### src/rtl/mem_bus_arbiter_if.sv
// Handshake and bus signals between the two masters, the arbiter and the memory side.
// The arbiter connects through the slave modport; masters and the memory model use master.
interface mem_bus_arbiter_if;
    localparam int unsigned ADDR_W = 64;
    localparam int unsigned DATA_W = 64;
    localparam int unsigned MASK_W = 8;

    logic              req0, req1;
    logic [ADDR_W-1:0] addr0, addr1;
    logic [DATA_W-1:0] wdata0, wdata1;
    logic [MASK_W-1:0] mask0, mask1;
    logic              rw0, rw1;
    logic              gnt0, gnt1;
    logic              ack0, ack1;
    logic [DATA_W-1:0] rdata0, rdata1;
    logic [ADDR_W-1:0] bus_addr;
    logic [DATA_W-1:0] bus_wdata;
    logic [MASK_W-1:0] bus_mask;
    logic              bus_rw;
    logic              bus_en;
    logic [DATA_W-1:0] bus_rdata;
    logic              err;

    modport slave (
        input  req0, req1, addr0, addr1, wdata0, wdata1, mask0, mask1, rw0, rw1, bus_rdata,
        output gnt0, gnt1, ack0, ack1, rdata0, rdata1,
               bus_addr, bus_wdata, bus_mask, bus_rw, bus_en, err
    );

    modport master (
        output req0, req1, addr0, addr1, wdata0, wdata1, mask0, mask1, rw0, rw1, bus_rdata,
        input  gnt0, gnt1, ack0, ack1, rdata0, rdata1,
               bus_addr, bus_wdata, bus_mask, bus_rw, bus_en, err
    );
endinterface

### src/rtl/mem_bus_arbiter.sv
// Round-robin arbiter sharing one memory bus between M0 (CPU) and M1 (DMA/IO).
// Define MEM_ARB_BIOS_WP_EN to reject writes into the BIOS ROM window with an err pulse.
module mem_bus_arbiter #(
    parameter int unsigned MEM_LAT = 1
) (
    input  logic             clk,
    input  logic             reset,
    mem_bus_arbiter_if.slave bus
);
    localparam int unsigned ADDR_W = 64;
    localparam int unsigned DATA_W = 64;
    localparam int unsigned MASK_W = 8;
    localparam int unsigned CNT_W  = 4;

    typedef enum logic [1:0] {IDLE, ISSUE, WAIT, ACK} state_t;

    state_t            state, state_nxt;
    logic              owner, owner_nxt;
    logic              prio, prio_nxt;
    logic [CNT_W-1:0]  cnt, cnt_nxt;
    logic              winner_c;
    logic              busy_nxt;
    logic              capture_c;
    logic              err_nxt;
    logic [ADDR_W-1:0] sel_addr_c;
    logic [DATA_W-1:0] sel_wdata_c;
    logic [MASK_W-1:0] sel_mask_c;
    logic              sel_rw_c;
`ifdef MEM_ARB_BIOS_WP_EN
    localparam logic [47:0] BIOS_HI = 48'hFFFF_FFFF_FFFF;
    logic              reject, reject_nxt;
    logic              bios_hit_c;
`endif

    // Next-state, arbitration and next values of the registered outputs
    always_comb begin
        state_nxt = state;
        owner_nxt = owner;
        prio_nxt  = prio;
        cnt_nxt   = cnt;
        winner_c  = (bus.req0 && bus.req1) ? prio : bus.req1;
`ifdef MEM_ARB_BIOS_WP_EN
        reject_nxt = reject;
        bios_hit_c = winner_c ? (bus.rw1 && (bus.addr1[63:16] == BIOS_HI))
                              : (bus.rw0 && (bus.addr0[63:16] == BIOS_HI));
`endif
        case (state)
            IDLE: begin
                if (bus.req0 || bus.req1) begin
                    owner_nxt = winner_c;
                    state_nxt = ISSUE;
`ifdef MEM_ARB_BIOS_WP_EN
                    reject_nxt = bios_hit_c;
                    if (bios_hit_c) state_nxt = ACK;
`endif
                end
            end
            ISSUE: begin
                cnt_nxt   = CNT_W'(MEM_LAT - 1);
                state_nxt = WAIT;
            end
            WAIT: begin
                if (cnt == '0) state_nxt = ACK;
                else           cnt_nxt   = cnt - CNT_W'(1);
            end
            ACK: begin
                prio_nxt  = ~owner;
                state_nxt = IDLE;
            end
            default: state_nxt = IDLE;
        endcase

        sel_addr_c  = owner_nxt ? bus.addr1  : bus.addr0;
        sel_wdata_c = owner_nxt ? bus.wdata1 : bus.wdata0;
        sel_mask_c  = owner_nxt ? bus.mask1  : bus.mask0;
        sel_rw_c    = owner_nxt ? bus.rw1    : bus.rw0;
        busy_nxt    = (state_nxt != IDLE);
        // Memory data is valid in the last WAIT cycle so rdata is ready alongside ack
        capture_c   = (state == WAIT) && (state_nxt == ACK) && !sel_rw_c;
`ifdef MEM_ARB_BIOS_WP_EN
        err_nxt     = (state_nxt == ACK) && reject_nxt;
`else
        err_nxt     = 1'b0;
`endif
    end

    always_ff @(posedge clk or posedge reset) begin
        if (reset) begin
            state <= IDLE;
            owner <= 1'b0;
            prio  <= 1'b0;
            cnt   <= '0;
`ifdef MEM_ARB_BIOS_WP_EN
            reject <= 1'b0;
`endif
        end else begin
            state <= state_nxt;
            owner <= owner_nxt;
            prio  <= prio_nxt;
            cnt   <= cnt_nxt;
`ifdef MEM_ARB_BIOS_WP_EN
            reject <= reject_nxt;
`endif
        end
    end

    // Outputs registered from next-state values so they line up with the state
    always_ff @(posedge clk or posedge reset) begin
        if (reset) begin
            bus.gnt0      <= 1'b0;
            bus.gnt1      <= 1'b0;
            bus.ack0      <= 1'b0;
            bus.ack1      <= 1'b0;
            bus.bus_en    <= 1'b0;
            bus.err       <= 1'b0;
            bus.rdata0    <= '0;
            bus.rdata1    <= '0;
            bus.bus_addr  <= '0;
            bus.bus_wdata <= '0;
            bus.bus_mask  <= '0;
            bus.bus_rw    <= 1'b0;
        end else begin
            bus.gnt0   <= busy_nxt && !owner_nxt;
            bus.gnt1   <= busy_nxt && owner_nxt;
            bus.ack0   <= (state_nxt == ACK) && !owner_nxt;
            bus.ack1   <= (state_nxt == ACK) && owner_nxt;
            bus.bus_en <= (state_nxt == ISSUE);
            bus.err    <= err_nxt;
            if (busy_nxt) begin
                bus.bus_addr  <= sel_addr_c;
                bus.bus_wdata <= sel_wdata_c;
                bus.bus_mask  <= sel_mask_c;
                bus.bus_rw    <= sel_rw_c;
            end
            if (capture_c) begin
                if (owner) bus.rdata1 <= bus.bus_rdata;
                else       bus.rdata0 <= bus.bus_rdata;
            end
        end
    end
endmodule

### src/flat_wrapper.sv
// flat-port wrapper written by rule: the top's interface ports become plain ports
module mem_bus_arbiter_flat 
#(
    parameter int unsigned MEM_LAT = 1
)
  (clk, reset, bus_req0, bus_req1, bus_addr0, bus_addr1, bus_wdata0, bus_wdata1, bus_mask0, bus_mask1, bus_rw0, bus_rw1, bus_bus_rdata, bus_gnt0, bus_gnt1, bus_ack0, bus_ack1, bus_rdata0, bus_rdata1, bus_bus_addr, bus_bus_wdata, bus_bus_mask, bus_bus_rw, bus_bus_en, bus_err);
  mem_bus_arbiter_if bus_i ();
  input  logic clk;
  input  logic reset;
  input wire logic [$bits(bus_i.req0)-1:0] bus_req0;
  input wire logic [$bits(bus_i.req1)-1:0] bus_req1;
  input wire logic [$bits(bus_i.addr0)-1:0] bus_addr0;
  input wire logic [$bits(bus_i.addr1)-1:0] bus_addr1;
  input wire logic [$bits(bus_i.wdata0)-1:0] bus_wdata0;
  input wire logic [$bits(bus_i.wdata1)-1:0] bus_wdata1;
  input wire logic [$bits(bus_i.mask0)-1:0] bus_mask0;
  input wire logic [$bits(bus_i.mask1)-1:0] bus_mask1;
  input wire logic [$bits(bus_i.rw0)-1:0] bus_rw0;
  input wire logic [$bits(bus_i.rw1)-1:0] bus_rw1;
  input wire logic [$bits(bus_i.bus_rdata)-1:0] bus_bus_rdata;
  output wire logic [$bits(bus_i.gnt0)-1:0] bus_gnt0;
  output wire logic [$bits(bus_i.gnt1)-1:0] bus_gnt1;
  output wire logic [$bits(bus_i.ack0)-1:0] bus_ack0;
  output wire logic [$bits(bus_i.ack1)-1:0] bus_ack1;
  output wire logic [$bits(bus_i.rdata0)-1:0] bus_rdata0;
  output wire logic [$bits(bus_i.rdata1)-1:0] bus_rdata1;
  output wire logic [$bits(bus_i.bus_addr)-1:0] bus_bus_addr;
  output wire logic [$bits(bus_i.bus_wdata)-1:0] bus_bus_wdata;
  output wire logic [$bits(bus_i.bus_mask)-1:0] bus_bus_mask;
  output wire logic [$bits(bus_i.bus_rw)-1:0] bus_bus_rw;
  output wire logic [$bits(bus_i.bus_en)-1:0] bus_bus_en;
  output wire logic [$bits(bus_i.err)-1:0] bus_err;
  assign bus_i.req0 = bus_req0;
  assign bus_i.req1 = bus_req1;
  assign bus_i.addr0 = bus_addr0;
  assign bus_i.addr1 = bus_addr1;
  assign bus_i.wdata0 = bus_wdata0;
  assign bus_i.wdata1 = bus_wdata1;
  assign bus_i.mask0 = bus_mask0;
  assign bus_i.mask1 = bus_mask1;
  assign bus_i.rw0 = bus_rw0;
  assign bus_i.rw1 = bus_rw1;
  assign bus_i.bus_rdata = bus_bus_rdata;
  assign bus_gnt0 = bus_i.gnt0;
  assign bus_gnt1 = bus_i.gnt1;
  assign bus_ack0 = bus_i.ack0;
  assign bus_ack1 = bus_i.ack1;
  assign bus_rdata0 = bus_i.rdata0;
  assign bus_rdata1 = bus_i.rdata1;
  assign bus_bus_addr = bus_i.bus_addr;
  assign bus_bus_wdata = bus_i.bus_wdata;
  assign bus_bus_mask = bus_i.bus_mask;
  assign bus_bus_rw = bus_i.bus_rw;
  assign bus_bus_en = bus_i.bus_en;
  assign bus_err = bus_i.err;
  mem_bus_arbiter #(.MEM_LAT(MEM_LAT)) u_core (.clk(clk), .reset(reset), .bus(bus_i));
endmodule
### config.mk
export PLATFORM = sky130hd
export DESIGN_NAME = mem_bus_arbiter_flat
export DESIGN_NICKNAME = d
export VERILOG_FILES = /design/src/rtl/mem_bus_arbiter_if.sv /design/src/rtl/mem_bus_arbiter.sv /design/src/flat_wrapper.sv
export SDC_FILE = /design/constraint.sdc
export NUM_CORES = 1
export LEC_CHECK = 0
export ABC_AREA = 1
export BUFFER_PORTS_ARGS = -buffer_cell sky130_fd_sc_hd__buf_2
export CAP_MARGIN = 40
export CELL_PAD_IN_SITES_DETAIL_PLACEMENT = 0
export CELL_PAD_IN_SITES_GLOBAL_PLACEMENT = 1
export CORE_AREA = 2 2 236 238
export CTS_CLUSTER_DIAMETER = 80
export CTS_CLUSTER_SIZE = 12
export DETAILED_ROUTE_END_ITERATION = 8
export DIE_AREA = 0 0 238 240
export HOLD_SLACK_MARGIN = 0.12
export MAX_ROUTING_LAYER = met4
export PLACE_DENSITY = 0.71
export SLEW_MARGIN = 20
export SYNTH_ARGS = -nofsm -noshare
export SYNTH_HDL_FRONTEND = slang
export SYNTH_SLANG_ARGS = --single-unit
### constraint.sdc
create_clock -name clk -period 7.35 [get_ports clk]
set_input_delay 0.3675 -clock clk [delete_from_list [all_inputs] [get_ports clk]]
set_output_delay 0.3675 -clock clk [all_outputs]
set_load 0.01 [all_outputs]
==> out/qor.yml, run 1 <==
run_status: "aborted with a tool error"
stop_stage: "detailed routing (5_2_route)"
toolErrorMsg: "[ERROR DRT-0255] Maze Route cannot find path of net clk in worker of routeBox ( 193200 96600 ) ( 238000 144900 )."
synth_seq_cells: 278
worst_case_clock_buffer_depth: 3
ios: 613
buffer_ports.inserted: 611
root_buffer: "sky130_fd_sc_hd__clkbuf_16"
grt_pass1_vias: 13190
dieWidth_um: 238
syn-mean-instance-area_sq_um: 8.617
yosysSeqAreaShare_pct: 59.54
grt_max_degree: 164
synth.lib_cells_used.distinct: 22
overflow_left_after_global_routing: 0
track_usage_pct: 17.06
antenna_found_initial: 7
dpl.hpwl_um: 34100
num_rows: 86
gp_congestion: 0.8553
post-cts-setup-buffers: 0
initial_core_util_pct: 21.38
grt_pass1_wl_um: 74040
clock_sink_total: 278
die_y_um: 240
synthCells: 1356
synthesis_warning_total: 0
cts-htree-levels: 1
cts-buffers-inserted: 28
syn-num-nets: 1705
synthesis.area_sq_um: 11680
==> stage by stage <==
step,cell area [sq um],setup WS [ns],std cells
floorplan,11690,3.303,1356
global placement,15170,4.221,2598
detailed placement,15190,4.159,2599
CTS,19350,3.603,2973
global route,19450,3.371,2982
==> synthesized netlist by cell type (all sizes together) <==
| cell | count | area (sq um) |
|---|---|---|
| a21oi | 2 | 10.01 |
| a31oi | 1 | 6.260 |
| buf | 68 | 504.2 |
| clkbuf | 17 | 63.81 |
| conb | 1 | 3.750 |
| dfrtp | 278 | 6957 |
| ha | 7 | 87.58 |
| inv | 11 | 41.29 |
| nand2 | 685 | 2576 |
| nand3 | 269 | 1346 |
| nand3b | 1 | 7.510 |
| nor2 | 10 | 45.04 |
| nor4 | 1 | 6.260 |
| o21ai | 3 | 15.01 |
| o22ai | 1 | 6.260 |
| xnor2 | 1 | 8.760 |
==> kinds of logic after synthesis <==
group                      after synthesis  synth area share [%]
xor gates and xnor gates                 1               0.07497
DFF                                    278                 59.54
other                                    1               0.03209
and+or+nand+nor                        966                 34.07
buffers and inverters                   96                 5.215
adders and majority gates                7                0.7495
AOI/OAI and AO/OA                        7                0.3213
==> layer usage <==
metal / global-route usage [%]
met5: -
met1: 20.47
met3: 3.456
met4: 6.875
met2: 28.14
==> repair_timing <==
action / 4_1_cts / 5_1_grt
hold buffers: 337 / 0
endpoints found under the hold margin: 283 / 0
resized for setup: 0 / 0
setup endpoints to repair: 0 / 0
==> run 2, diff against run 1 <==
- CELL_PAD_IN_SITES_DETAIL_PLACEMENT: 0 -> default
- CELL_PAD_IN_SITES_GLOBAL_PLACEMENT: 1 -> default
- CORE_AREA: 2 2 236 238 -> 2 2 240 242
- CTS_CLUSTER_DIAMETER: 80 -> default
- CTS_CLUSTER_SIZE: 12 -> default
- DIE_AREA: 0 0 238 240 -> 0 0 242 244
- HOLD_SLACK_MARGIN: 0.12 -> default
- MAX_ROUTING_LAYER: met4 -> default
- PLACE_DENSITY: 0.71 -> default
- PLACE_DENSITY_LB_ADDON: default -> 0.15
- clock period: 7.35 -> 9.55 ns (I/O delays scaled with it)
==> out/qor.yml, run 2 <==
run_status: "complete, no violations"  # was aborted with a tool error
finalWirelength_um: 51390
max-slew-margin-rel_pct: 43.48
initial_core_util_pct: 20.80  # was 21.38%
drc: 0
syn-mean-instance-area_sq_um: 8.617  # unchanged
syn-num-nets: 1705  # unchanged
postCtsResizedCells: 0  # unchanged
clock-skew-final_ns: 0.02603
vdd.ir_drop.worst_mv: 0.2965
antenna_found_initial: 22  # was 7
overflow_left_after_global_routing: 0  # unchanged
cp-startpoint: "u_core.owner"
dieWidth_um: 242  # was 238 um
grt_pass1_wl_um: 75920  # was 74040 um
design_power_total_uw: 6396
first_iter_violations: 586
crit_arrival_ns: 3.53
yosys.area.top_type_share_pct: 59.54  # unchanged
finish.net_count: 2286
ant_nets: 0
worst_skew_pair.late_latency_ns: 0.54
met3_length_um: 4676
routed_wire_length_per_instance_um: 18.86
critical_path_class: "flop to flop"
cts-buffers-inserted: 36  # was 28
clock_sink_total: 278  # unchanged
cts-htree-levels: 2  # was 1
grt_max_degree: 93  # was 164
final-setup-viol-count: 0
ios: 613  # unchanged
buffer_ports.inserted: 611  # unchanged
floorplan.die_area_sq_um: 59050
root_buffer: "sky130_fd_sc_hd__clkbuf_16"  # unchanged
layout_commonest_cell: "sky130_fd_sc_hd__nand2_1"
worst_case_clock_buffer_depth: 3  # unchanged
gp_congestion: 0.8214  # was 0.8553
achievable-frequency_ghz: 0.3200
period_minus_slack_ns: 3.125
number_of_enable_type_register_cells_in_the_synthesized_netlist: 0  # unchanged
yosysSeqAreaShare_pct: 59.54  # unchanged
grt_setup_unrepaired: "no"
synthesis.area_sq_um: 11680  # unchanged
reg2regPathDepth: 11
final_layout_size_suffix_gt1_share_pct: 35.34
route.met2.wl_um: 25310
min-delay-path-class: "input pin to asynchronous set/reset pin"
vias_per_cell: 4.217
timing.critical_path.required_ns: 9.96
track_usage_pct: 16.84  # was 17.06%
dr_total_vias: 11490
grt_pass1_vias: 11710  # was 13.19k
r2r_setup_slack_ns: 6.43
cts.clk_slew.worst_paths_ns: 0.05
dpl.hpwl_um: 38160  # was 34100 um
n_fill_cell: 6269
timing.final.crit_share_pct: 32.72
worst_slew_pin_slew_ns: 0.8478
postSynth.asyncResetShare_pct: 100.0  # unchanged
synth_seq_cells: 278  # unchanged
accumulated_negative_setup_slack_ns: 0
finalMaxSlewViolations: 0
cts.hold.buffers_added: 0  # was 337
timing_hold_violations_final: 0
synthCells: 1356  # unchanged
synthesis_warning_total: 0  # unchanged
leading_cell_types_in_the_layout_fill_and_taps_excluded: "683 x sky130_fd_sc_hd__nand2_1, 611 x sky130_fd_sc_hd__buf_2, 277 x sky130_fd_sc_hd__dfrtp_1, 269 x sky130_fd_sc_hd__nand3_1, 36 x sky130_fd_sc_hd__clkbuf_16"
firstDrtPassIters: 5
wirelength_met1_um: 20030
num_rows: 87  # was 86
tritoncts: "yes"
endpoint_kind: "flop"
top_signal_layer_used: "met5"
synth_top_cells_by_count: "683 x sky130_fd_sc_hd__nand2_1, 278 x sky130_fd_sc_hd__dfrtp_1, 269 x sky130_fd_sc_hd__nand3_1"  # unchanged
flow.area_growth_from_synthesis_pct: 41.86
path_max_fanout: 67
ys.flop_type: "sky130_fd_sc_hd__dfrtp_1"  # unchanged
yosysMostFrequentCell: "sky130_fd_sc_hd__nand2_1"  # unchanged
yosys.area.top_type: "sky130_fd_sc_hd__dfrtp_1"  # unchanged
crit-reg2reg-launch: "u_core.owner"
post-cts-setup-buffers: 0  # unchanged
die_y_um: 244  # was 240 um
cap_violations: 0
synthTopCellsByArea: "sky130_fd_sc_hd__dfrtp_1 60%, sky130_fd_sc_hd__nand2_1 22%, sky130_fd_sc_hd__nand3_1 12%"  # unchanged
cellLeakagePower_uw: 0.009177
powerDensity_nw_per_um2: 385.9
synth.lib_cells_used.distinct: 22  # unchanged
startpoint_type: "flop"
core_area_sq_um: 56170
[run 2: per-stage QoR]
step / utilization (%) / hold slack, ns / instance area (sq um) / worst slack, ns / cells
5_1_grt: 29.49 / 0.05799 / 16570 / 6.080 / 2721
3_3_place_gp: 27.10 / 0.4484 / 15220 / 6.282 / 2649
2_1_floorplan: - / 0.4841 / 11690 / 1.407 / 1356
3_5_place_dp: 27.34 / 0.4542 / 15360 / 6.374 / 2654
4_1_cts: 29.43 / 0.04712 / 16530 / 6.344 / 2716
6_report: 29.51 / 0.01806 / 16580 / 6.425 / 2725
[run 2: layout make-up]
type,count,area (sq um),share of cell area (%)
Sequential cell,278,6958,41.98
Tap cell,756,945.9,5.707
Timing Repair Buffer,628,3306,19.94
Multi-Input combinational cell,982,4119,24.85
Antenna cell,8,20.02,0.1208
Clock buffer,54,1089,6.567
Clock inverter,8,82.58,0.4982
Inverter,11,56.30,0.3397
[run 2: worst max-delay path: stages, from the launching register on]
cell	delay [ns]
sky130_fd_sc_hd__dfrtp_2	0.33
sky130_fd_sc_hd__buf_4	0.61
sky130_fd_sc_hd__inv_2	0.06
sky130_fd_sc_hd__nand2_1	0.11
sky130_fd_sc_hd__nand2_1	0.10
sky130_fd_sc_hd__nand2_1	0.10
sky130_fd_sc_hd__nand2_1	0.08
sky130_fd_sc_hd__nor2_4	0.44
sky130_fd_sc_hd__nand2_2	0.47
sky130_fd_sc_hd__buf_4	0.45
sky130_fd_sc_hd__nand2_1	0.12
sky130_fd_sc_hd__nand2_1	0.06
[run 2: path summary, 6_finish.rpt]
| check | to |
|---|---|
| hold reg to reg | u_core.bus.rdata0[21] |
| min in group clk | u_core.bus.bus_mask[0] |
| max in group asynchronous | u_core.bus.rdata0[22] |
| hold / removal | u_core.bus.ack0 |
| setup / recovery | u_core.bus.rdata1[22] |
| setup reg to reg | u_core.bus.rdata1[22] |
[run 2: cells by family after synthesis]
| logic type | after synthesis | share of synthesized area [%] |
|---|---|---|
| AOI/OAI and AO/OA | 7 | 0.3213 |
| xor gates and xnor gates | 1 | 0.07497 |
| adders and majority gates | 7 | 0.7495 |
| buffers and inverters | 96 | 5.215 |
| DFF | 278 | 59.54 |
| other | 1 | 0.03209 |
| and+or+nand+nor | 966 | 34.07 |
[run 2: power by group]
group	leakage [uW]	internal [uW]	switching (uW)	total (uW)
Sequential	0.00348	1770	311	2090
Clock	0.000578	813	545	1360
Combinational	0.00512	977	1980	2950
Total	0.00918	3560	2830	6400
[run 2: metal layers]
layer | vias up | GRT usage, %
met5 | - | 0
li1 | 5489 | -
met1 | 5484 | 19.44
met2 | 393 | 28.57
met4 | 22 | 4.793
met3 | 102 | 7.035
Note: power is estimated with default switching activity, not from simulation.
